### config.mk
export PLATFORM = sky130hd
export DESIGN_NAME = linescanner_multichannel_capture_unit
export DESIGN_NICKNAME = d
export VERILOG_FILES = /design/src/rtl/linescanner_multichannel_capture_unit.sv
export SDC_FILE = /design/constraint.sdc
export NUM_CORES = 1
export LEC_CHECK = 0
export ABC_AREA = 1
export CAP_MARGIN = 20
export CORE_MARGIN = 4
export CORE_UTILIZATION = 45
export DETAILED_ROUTE_END_ITERATION = 8
export PLACE_DENSITY = 0.82
export REMOVE_ABC_BUFFERS = 1
export SYNTH_ARGS = -nofsm -noshare
export SYNTH_HDL_FRONTEND = slang
export SYNTH_SLANG_ARGS = --single-unit
### constraint.sdc
create_clock -name main_clock -period 1.9 [get_ports main_clock]
set_input_delay 0.38 -clock main_clock [delete_from_list [all_inputs] [get_ports main_clock]]
set_output_delay 0.38 -clock main_clock [all_outputs]
set_load 0.005 [all_outputs]
### src/rtl/linescanner_multichannel_capture_unit.sv
`default_nettype none
//==============================================================================
// Module   : linescanner_multichannel_capture_unit
// Brief    : Multi-channel line-scan capture sequencer: load/reset/CDS/sample
//            strobes per pixel, ADC word capture, line markers, timeouts.
// Revision : 1.0 - initial release
//==============================================================================
module linescanner_multichannel_capture_unit #(
    parameter int DATA_WIDTH      = 8,
    parameter int CHANNELS        = 2,
    parameter int PIXELS_PER_LINE = 1024,
    parameter int LOAD_CYCLES     = 4,
    parameter int RST_CVC_CYCLES  = 4,
    parameter int RST_CDS_CYCLES  = 4,
    parameter int SAMPLE_CYCLES   = 4,
    parameter int ADC_TIMEOUT     = 64,
    parameter int LVAL_TIMEOUT    = 4096
) (
    input  logic                                main_clock,
    input  logic                                reset,
    input  logic                                enable,
    input  logic                                lval,
    input  logic                                end_adc,
    input  logic [CHANNELS*DATA_WIDTH-1:0]      data,
    output logic                                load_pulse,
    output logic                                rst_cvc,
    output logic                                rst_cds,
    output logic                                sample,
    output logic [CHANNELS*DATA_WIDTH-1:0]      pixel_data,
    output logic                                pixel_valid,
    output logic [$clog2(PIXELS_PER_LINE)-1:0]  pixel_index,
    output logic                                line_end,
    output logic [15:0]                         line_count,
    output logic                                error
);

    localparam int c_DW      = CHANNELS * DATA_WIDTH;
    localparam int c_IDX_W   = $clog2(PIXELS_PER_LINE);
    localparam int c_MAX_A   = (LOAD_CYCLES    > RST_CVC_CYCLES) ? LOAD_CYCLES    : RST_CVC_CYCLES;
    localparam int c_MAX_B   = (RST_CDS_CYCLES > SAMPLE_CYCLES)  ? RST_CDS_CYCLES : SAMPLE_CYCLES;
    localparam int c_MAX_C   = (ADC_TIMEOUT    > LVAL_TIMEOUT)   ? ADC_TIMEOUT    : LVAL_TIMEOUT;
    localparam int c_MAX_AB  = (c_MAX_A > c_MAX_B) ? c_MAX_A : c_MAX_B;
    localparam int c_CNT_MAX = (c_MAX_AB > c_MAX_C) ? c_MAX_AB : c_MAX_C;
    localparam int c_CNT_W   = (c_CNT_MAX > 1) ? $clog2(c_CNT_MAX) : 1;

    localparam logic [c_CNT_W-1:0] c_LOAD_LAST = c_CNT_W'(LOAD_CYCLES - 1);
    localparam logic [c_CNT_W-1:0] c_CVC_LAST  = c_CNT_W'(RST_CVC_CYCLES - 1);
    localparam logic [c_CNT_W-1:0] c_CDS_LAST  = c_CNT_W'(RST_CDS_CYCLES - 1);
    localparam logic [c_CNT_W-1:0] c_SMP_LAST  = c_CNT_W'(SAMPLE_CYCLES - 1);
    localparam logic [c_CNT_W-1:0] c_ADC_LAST  = c_CNT_W'(ADC_TIMEOUT - 1);
    localparam logic [c_CNT_W-1:0] c_LVAL_LAST = c_CNT_W'(LVAL_TIMEOUT - 1);
    localparam logic [c_IDX_W-1:0] c_IDX_LAST  = c_IDX_W'(PIXELS_PER_LINE - 1);

    localparam logic [3:0] c_S_IDLE      = 4'd0;
    localparam logic [3:0] c_S_LOAD      = 4'd1;
    localparam logic [3:0] c_S_WAIT_LVAL = 4'd2;
    localparam logic [3:0] c_S_RST_CVC   = 4'd3;
    localparam logic [3:0] c_S_RST_CDS   = 4'd4;
    localparam logic [3:0] c_S_SAMPLE    = 4'd5;
    localparam logic [3:0] c_S_WAIT_ADC  = 4'd6;
    localparam logic [3:0] c_S_CAPTURE   = 4'd7;
    localparam logic [3:0] c_S_LINE_DONE = 4'd8;

    logic [3:0]         r_state;
    logic [3:0]         w_state_next;
    logic [c_CNT_W-1:0] r_cnt;
    logic               r_end_adc_q;
    logic               w_adc_rise;
    logic [c_IDX_W-1:0] r_index;
    logic [c_DW-1:0]    r_pixel_data;
    logic [15:0]        r_line_count;
    logic               r_error;
    logic               w_err_set;
    logic               w_idx_clr;
    logic               w_idx_inc;
    logic               w_capture;

    assign w_adc_rise = end_adc & ~r_end_adc_q;

    // Counter restarts on every state change so each strobe width is exact.
    always_ff @(posedge main_clock) begin
        if (reset) begin
            r_state <= c_S_IDLE;
            r_cnt   <= '0;
        end else begin
            r_state <= w_state_next;
            if ((w_state_next != r_state) || (r_state == c_S_IDLE)) begin
                r_cnt <= '0;
            end else begin
                r_cnt <= r_cnt + c_CNT_W'(1);
            end
        end
    end

    always_comb begin
        w_state_next = r_state;
        w_err_set    = 1'b0;
        w_idx_clr    = 1'b0;
        w_idx_inc    = 1'b0;
        w_capture    = 1'b0;
        load_pulse   = 1'b0;
        rst_cvc      = 1'b0;
        rst_cds      = 1'b0;
        sample       = 1'b0;
        pixel_valid  = 1'b0;
        line_end     = 1'b0;
        case (r_state)
            c_S_IDLE: begin
                if (enable) begin
                    w_state_next = c_S_LOAD;
                end
            end
            c_S_LOAD: begin
                load_pulse = 1'b1;
                if (r_cnt == c_LOAD_LAST) begin
                    w_state_next = c_S_WAIT_LVAL;
                end
            end
            c_S_WAIT_LVAL: begin
                if (lval) begin
                    w_state_next = c_S_RST_CVC;
                    w_idx_clr    = 1'b1;
                end else if (r_cnt == c_LVAL_LAST) begin
                    w_state_next = c_S_IDLE;
                    w_err_set    = 1'b1;
                end
            end
            c_S_RST_CVC: begin
                rst_cvc = 1'b1;
                if (r_cnt == c_CVC_LAST) begin
                    w_state_next = c_S_RST_CDS;
                end
            end
            c_S_RST_CDS: begin
                rst_cds = 1'b1;
                if (r_cnt == c_CDS_LAST) begin
                    w_state_next = c_S_SAMPLE;
                end
            end
            c_S_SAMPLE: begin
                sample = 1'b1;
                if (r_cnt == c_SMP_LAST) begin
                    w_state_next = c_S_WAIT_ADC;
                end
            end
            c_S_WAIT_ADC: begin
                if (w_adc_rise) begin
                    w_state_next = c_S_CAPTURE;
                    w_capture    = 1'b1;
                end else if (r_cnt == c_ADC_LAST) begin
                    // An aborted conversion still closes the line for downstream.
                    w_state_next = c_S_LINE_DONE;
                    w_err_set    = 1'b1;
                end
            end
            c_S_CAPTURE: begin
                pixel_valid = 1'b1;
                if ((r_index == c_IDX_LAST) || !lval) begin
                    w_state_next = c_S_LINE_DONE;
                end else begin
                    w_state_next = c_S_RST_CVC;
                    w_idx_inc    = 1'b1;
                end
            end
            c_S_LINE_DONE: begin
                line_end     = 1'b1;
                w_state_next = enable ? c_S_LOAD : c_S_IDLE;
            end
            default: begin
                w_state_next = c_S_IDLE;
            end
        endcase
    end

    always_ff @(posedge main_clock) begin
        if (reset) begin
            r_end_adc_q  <= 1'b0;
            r_index      <= '0;
            r_pixel_data <= '0;
            r_line_count <= '0;
            r_error      <= 1'b0;
        end else begin
            r_end_adc_q <= end_adc;
            if (w_idx_clr) begin
                r_index <= '0;
            end else if (w_idx_inc) begin
                r_index <= r_index + c_IDX_W'(1);
            end
            // Data is taken on the clock that sees the end_adc rise.
            if (w_capture) begin
                r_pixel_data <= data;
            end
            if (r_state == c_S_LINE_DONE) begin
                r_line_count <= r_line_count + 16'd1;
            end
            if (w_err_set) begin
                r_error <= 1'b1;
            end
        end
    end

    assign pixel_data  = r_pixel_data;
    assign pixel_index = r_index;
    assign line_count  = r_line_count;
    assign error       = r_error;

endmodule
`default_nettype wire

==> flow_metrics.py, run 1 <==
metrics = {
    "run_status": {
        "status": "finished clean",
    },
    "finish": {
        "instances_no_fill": 571,
        "antennaDiodeCount": 0,
        "drive_gt1_frac": 0.196,
        "syn_to_final_growth_pct": 40.6,
        "num-nets-final": 513,
    },
    "critical_path": {
        "path_class": "reg2out",
        "crit_path_start_kind": "flip-flop",
        "crit_chain": "inv_2 -> nor2_4 -> inv_2 -> nor3_4 -> dlygate4sd2_1",
        "slowest_delay_ns": 0.34,
        "critPathArrivalTime_ns": 1.36,
        "critPathMostFrequentCell": "inv_2",
        "cp.required_ns": 1.52,
        "path_buf_inv": 3,
        "cp_max_fo": 4,
        "cp_slowest_cell": "dfxtp_2",
        "crit_family": "buffers and inverters",
        "critPathCaptureType": "primary output",
    },
    "floorplanning": {
        "die_w_um": 89.3,
        "num_rows": 29,
        "coreArea_um2": 6390,
        "die_h_um": 89.3,
        "io_pins": 70,
        "dieArea_um2": 7980,
        "start_util": 0.466,
    },
    "timing": {
        "rsz0062_at_grt": "false",
        "tns_ns": 0,
        "slew_headroom": 0.734,
        "hold_viol_final": 0,
        "max_freq_mhz": 573,
        "worst_pin_slew_ns": 0.397,
        "min_period_ns": 1.74,
        "final_max_slew_viol_count": 0,
        "fin_hold_ws_ns": 0.441,
        "finalCritPeriodShare": 0.918,
        "skew_ns": 0.0105,
        "final-setup-viol-count": 0,
    },
    "synthesis": {
        "avgSynthCellArea_um2": 7.56,
        "yosysMostFrequentCell": "dfxtp_1",
        "synth.distinct_cells": 35,
        "synthFlopType": "dfxtp_1",
        "ys_top_cells_by_area": "dfxtp_1 40%, inv_1 7.2%, nand2_1 7.2%, a21oi_1 5.9%, nor3_2 4.7%",
        "synth_top_area_cell": "dfxtp_1",
        "yosysWarnings": 0,
        "yosys_register_bits": 60,
        "seq_area_frac_synth": 0.403,
        "synth_top_cell_area_share": 0.403,
        "async_flop_share": 0,
        "synth_area_um2": 2980,
        "netlist_top_cells_count": "60 x dfxtp_1, 57 x inv_1, 57 x nand2_1, 37 x nor2_1, 35 x a21oi_1",
        "synth_cells": 394,
        "synth_edf_count": 0,
    },
    "route": {
        "drt-met1-wl_um": 3110,
        "routed.top_layer": "met4",
        "drc_errors": 0,
        "dr.pass1.iters": 4,
        "drt-total-wl_um": 7300,
        "vias": 2886,
        "vias_per_cell": 5.05,
        "wl_met2_um": 3660,
        "final_antenna_net_count": 0,
        "route.met3.wl_um": 401,
        "wl_per_cell_um": 12.8,
        "first_iter_violations": 117,
    },
    "clocking": {
        "cts_tree": "done",
        "numCtsBuffers": 9,
        "clk_pin_slew_ns": 0.07,
        "cts_buffer_depth": 2,
        "cts_sinks": 60,
        "root_buffer": "clkbuf_8",
        "h-tree-depth": 3,
        "clk_latency_ns": 0.34,
    },
    "grt": {
        "antenna_found_initial": 0,
        "grt_pass1_wl_um": 11700,
        "grt_pass1_vias": 2727,
        "grt_overflow_total": 0,
        "grtUsageTotal": 0.188,
        "grt_max_degree": 33,
    },
    "placement": {
        "placedCellCount": 548,
        "place.gp.congestion": 0.922,
        "port_buffers": 69,
        "dp_hpwl_um": 5340,
    },
    "power_and_ir_drop": {
        "p_leak_nw": 1.60,
        "power.density_nw_per_um2": 618,
        "ir_drop_v": 0.000476,
    },
    "flow_run": {
        "cap_violations": 0,
    },
    "min_path": {
        "hp-class": "reg2reg",
    },
}
registers in the layout (all words and copies together), names as in the netlist:
name / cells
r_state: 4
pixel_data: 16
line_count: 16
error: 1
r_end_adc_q: 1
r_cnt: 12
pixel_index: 10
what timing repair did:
item                       in CTS  in global routing
gates resized for setup        15                  7
hold buffers                    0                  0
setup buffers                   6                  1
pin swaps                       3                  2
setup endpoints to repair       6                 13
worst paths after layout:
path | startpoint | endpoint | slack, ns | cells after the start
setup / recovery | r_state[2] | rst_cds | 0.16 | 5
hold / removal | pixel_data[10] | pixel_data[10] | 0.44 | 2
hold reg to reg | pixel_data[10] | pixel_data[10] | 0.44 | 2
setup reg to reg | r_cnt[0] | r_cnt[4] | 0.18 | 11
tightest hold or removal path: cells and delay by family, from the launching register on:
kind / cells / cell delay [ns]
flops: 1 / 0.31
compound gates: 1 / 0.05
buf+inv: 1 / 0.04
through the flow:
stage	utilization	instance area [um2]	worst slack [ns]	total power, mW
floorplan	-	2910	-0.125	1.36
global placement	0.609	3890	-0.0105	1.46
detailed placement	0.609	3890	-0.0541	1.47
CTS	0.651	4160	0.0151	2.61
global route	0.656	4190	0.0173	2.69
finish	0.656	4190	0.155	2.59
report_power, final:
group          total [mW]  switching [mW]  leakage, nW  internal (mW)
sequential           1.26         0.00499        0.487           1.26
combinational       0.182          0.0876         1.01         0.0948
clock                1.14           0.528       0.0994          0.611
total                2.59           0.620         1.60           1.97
cells in the final DEF, fill, tap and decap left out, types with 7 or more instances in the layout:
cell,instances
nor2_1,35
dfxtp_1,54
nor2_4,8
a21oi_1,35
inv_2,8
nand3_1,16
o21ai_0,22
xor2_1,7
nor3_2,13
nand2_1,57
clkbuf_8,9
buf_4,21
inv_1,57
nand4_1,11
clkdlybuf4s50_1,63
cell type report:
| class | count | area [um2] |
|---|---|---|
| clock buffers | 9 | 124 |
| clock inverters | 7 | 77.6 |
| fillers | 526 | 2200 |
| inverters | 67 | 251 |
| multi-input cells | 257 | 1500 |
| flip-flops and latches | 60 | 1210 |
| well taps | 77 | 96.3 |
| repair buffers | 94 | 925 |
logic make-up (layout without fill, tap and decap cells):
group	after synthesis	after routing	share of synthesized area
AND/OR/NAND/NOR	171	171	0.314
AO/OA/AOI/OAI	70	70	0.126
flip-flops	60	60	0.403
buffers and inverters	77	177	0.106
XOR/XNOR	13	13	0.0382
adder cells (fa/ha/maj)	3	3	0.0126
metal layers:
metal	global-route usage	vias to the layer above
li1	-	1466
met4	0.100	0
met2	0.320	73
met5	0	-
met1	0.216	1336
met3	0.0479	11
Note: power is estimated with default switching activity, not from simulation.
==> inputs of run 2 (changes only) <==
--- a/config.mk
+++ b/config.mk
@@ -6,7 +6,7 @@
 export NUM_CORES = 1
 export LEC_CHECK = 0
 export ABC_AREA = 1
-export CAP_MARGIN = 20
+export CAP_MARGIN = 5
 export CORE_MARGIN = 4
 export CORE_UTILIZATION = 45
 export DETAILED_ROUTE_END_ITERATION = 8
==> results of run 2 <==
Final layout, timing and power as in run 1 (identical DEF).
==> inputs of run 3 (changes only) <==
--- a/config.mk
+++ b/config.mk
@@ -5,12 +5,11 @@
 export SDC_FILE = /design/constraint.sdc
 export NUM_CORES = 1
 export LEC_CHECK = 0
-export ABC_AREA = 1
 export CAP_MARGIN = 5
 export CORE_MARGIN = 4
 export CORE_UTILIZATION = 45
 export DETAILED_ROUTE_END_ITERATION = 8
-export PLACE_DENSITY = 0.82
+export PLACE_DENSITY = 0.84
 export REMOVE_ABC_BUFFERS = 1
 export SYNTH_ARGS = -nofsm -noshare
 export SYNTH_HDL_FRONTEND = slang
==> flow_metrics.py, run 3 <==
metrics = {
    "run_status": {
        "status": "finished with violations",
        "violations": "negative setup slack",
    },
    "synthesis": {
        "synth_edf_count": 0,
        "yosysMostFrequentCell": "dfxtp_1",
        "seq_area_frac_synth": 0.450,
        "synthFlopType": "dfxtp_1",
        "netlist_top_cells_count": "60 x dfxtp_1, 47 x nand2_1, 34 x nor2_1, 25 x a21oi_1, 18 x xor2_1",
        "synth_cells": 309,
        "avgSynthCellArea_um2": 8.65,
        "async_flop_share": 0,
        "synth_area_um2": 2670,
        "yosysWarnings": 0,
        "synth_top_area_cell": "dfxtp_1",
        "synth.distinct_cells": 35,
        "yosys_register_bits": 60,
        "ys_top_cells_by_area": "dfxtp_1 45%, nand2_1 6.6%, xor2_1 5.9%, nor2_1 4.8%, a21oi_1 4.7%",
        "synth_top_cell_area_share": 0.450,
    },
    "floorplanning": {
        "coreArea_um2": 5640,
        "start_util": 0.473,
        "die_h_um": 85.0,
        "die_w_um": 85.0,
        "dieArea_um2": 7230,
        "num_rows": 27,
        "io_pins": 70,
    },
    "placement": {
        "placed_cell_area_um2": 3780,
        "placedCellCount": 486,
        "port_buffers": 69,
        "post-place-ws_ns": -0.429,
        "place.gp.congestion": 0.861,
        "dp_hpwl_um": 5150,
    },
    "power_and_ir_drop": {
        "power.density_nw_per_um2": 583,
        "ir_drop_v": 0.000435,
        "p_leak_nw": 1.58,
        "finalPower_mw": 2.45,
    },
    "clocking": {
        "cts_tree": "done",
        "numCtsBuffers": 9,
        "cts_buffer_depth": 2,
        "h-tree-depth": 3,
        "clk_latency_ns": 0.33,
        "root_buffer": "clkbuf_8",
        "cts_sinks": 60,
        "hold_buffers": 0,
        "clk_pin_slew_ns": 0.06,
    },
    "route": {
        "vias_per_cell": 5.32,
        "drt-total-wl_um": 7980,
        "wl_per_cell_um": 15.7,
        "drc_errors": 0,
        "dr.pass1.iters": 4,
        "first_iter_violations": 106,
        "final_antenna_net_count": 0,
        "vias": 2709,
    },
    "timing": {
        "final_max_slew_viol_count": 0,
        "skew_ns": 0.00783,
        "worst_pin_slew_ns": 0.593,
        "rsz0062_at_grt": "true",
        "fin_hold_ws_ns": 0.456,
        "slew_headroom": 0.604,
        "finalCritPeriodShare": 1.15,
        "min_period_ns": 2.19,
        "max_freq_mhz": 457,
        "hold_viol_final": 0,
        "fin_ws_ns": -0.290,
        "final-setup-viol-count": 12,
    },
    "critical_path": {
        "r2r_end": "r_cnt[8]",
        "r2r_cells": 7,
        "critPathArrivalTime_ns": 2.40,
        "rrSetupSlack_ns": -0.29,
        "critPathCaptureType": "flip-flop",
        "slowest_delay_ns": 0.36,
        "cp_slowest_cell": "mux2_4",
        "cp.required_ns": 2.11,
        "cp_max_fo": 6,
        "path_class": "reg2reg",
        "crit_path_start_kind": "flip-flop",
        "worstReg2RegStart": "r_cnt[5]",
        "crit_chain": "nor3_1 -> nand4_1 -> mux2_4 -> a2111oi_4 -> mux2i_2 -> buf_6 -> nor3_2",
    },
    "finish": {
        "instances_no_fill": 509,
        "syn_to_final_growth_pct": 57.3,
        "fillers": 414,
        "finalInstanceArea_um2": 4200,
        "antennaDiodeCount": 0,
        "final_cell_mix": "63 x clkdlybuf4s50_1, 59 x buf_4, 53 x dfxtp_1, 46 x nand2_1, 33 x nor2_1",
        "drive_gt1_frac": 0.259,
        "final_common_cell": "clkdlybuf4s50_1",
        "ff_latch_area_um2": 1220,
        "num-nets-final": 458,
        "multi_input_area_um2": 1540,
    },
    "min_path": {
        "hp-class": "reg2reg",
        "hold_start": "pixel_data[3]",
        "hold_path_depth": 2,
        "hold_end": "pixel_data[3]",
    },
    "grt": {
        "grt_overflow_total": 0,
        "grtUsageTotal": 0.215,
        "grt_pass1_vias": 2619,
        "grt_pass1_wl_um": 12400,
        "antenna_found_initial": 0,
        "grt_max_degree": 40,
    },
    "flow_run": {
        "cap_violations": 0,
    },
}
-- run 3: cell types whose count changed in the layout (fill, tap and decap cells not counted), sizes merged, moves of 6 or more --
cell / change
buf: +37
nand2: -16
xnor2: +7
nor4: +8
xor2: +11
nand3: -8
inv: -64
a21oi: -10
nand2b: +6
nor2: -14
o21ai: -20
nor3: -9
-- run 3: worst max-delay path by stage --
stage,from,slack (ns),end
after CTS,r_cnt[8],-0.21,r_cnt[0]
after global placement,lval,-0.26,r_cnt[1]
after global routing,r_cnt[5],-0.41,r_cnt[8]
after detailed placement,r_cnt[0],-0.43,r_cnt[1]
after floorplan,r_cnt[0],-0.73,r_cnt[7]
final,r_cnt[5],-0.29,r_cnt[8]
-- run 3: where the power goes --
group	internal [mW]	total, mW	switching [mW]	leakage, nW
Clock	0.561	1.02	0.457	0.0941
Sequential	1.26	1.26	0.00397	0.488
Combinational	0.0891	0.171	0.0816	0.998
Total	1.91	2.45	0.543	1.58
-- run 3: routing by layer --
layer | wire length [um] | track usage | up-vias
met2 | 3940 | 0.380 | 119
met3 | 537 | 0.0505 | 28
met4 | 242 | 0.0993 | 0
li1 | - | - | 1317
met5 | 0 | 0 | -
met1 | 3260 | 0.243 | 1245
-- run 3: per-stage QoR --
step / setup TNS, ns / utilization
after detailed placement: -4.69 / 0.671
after global placement: -3.16 / 0.671
final: -3.35 / 0.745
after CTS: -2.15 / 0.729
after global routing: -4.89 / 0.745
after floorplan: -8.53 / -
-- run 3: cells by family (layout without fill, tap and decap cells) --
logic type | Yosys count | in the layout | share of synthesized area
flops | 60 | 60 | 0.450
fa+ha+maj | 3 | 3 | 0.0141
buf+inv | 18 | 146 | 0.0304
mux | 4 | 4 | 0.0169
xor+xnor | 31 | 31 | 0.102
simple gates | 156 | 156 | 0.303
compound gates | 37 | 37 | 0.0848
-- run 3: cell type report --
type / instances / area share
Timing Repair Buffer: 131 / 0.279
Sequential cell: 60 / 0.290
Multi-Input combinational cell: 231 / 0.367
Tap cell: 72 / 0.0214
Inverter: 1 / 0.000893
Clock inverter: 2 / 0.00238
Clock buffer: 12 / 0.0393
-- run 3: repair_timing --
action / CTS / global route
setup buffers: 6 / 2
resized for setup: 33 / 18
cloned: 1 / 0
endpoints found under the setup margin: 22 / 20
pin swaps: 12 / 6
-- run 3: worst max-delay path: cells and delay by family, from the launching register on --
kind	cells	cell delay (ns)
compound gates	1	0.27
buf+inv	1	0.19
flops	1	0.32
mux	2	0.72
simple gates	3	0.58
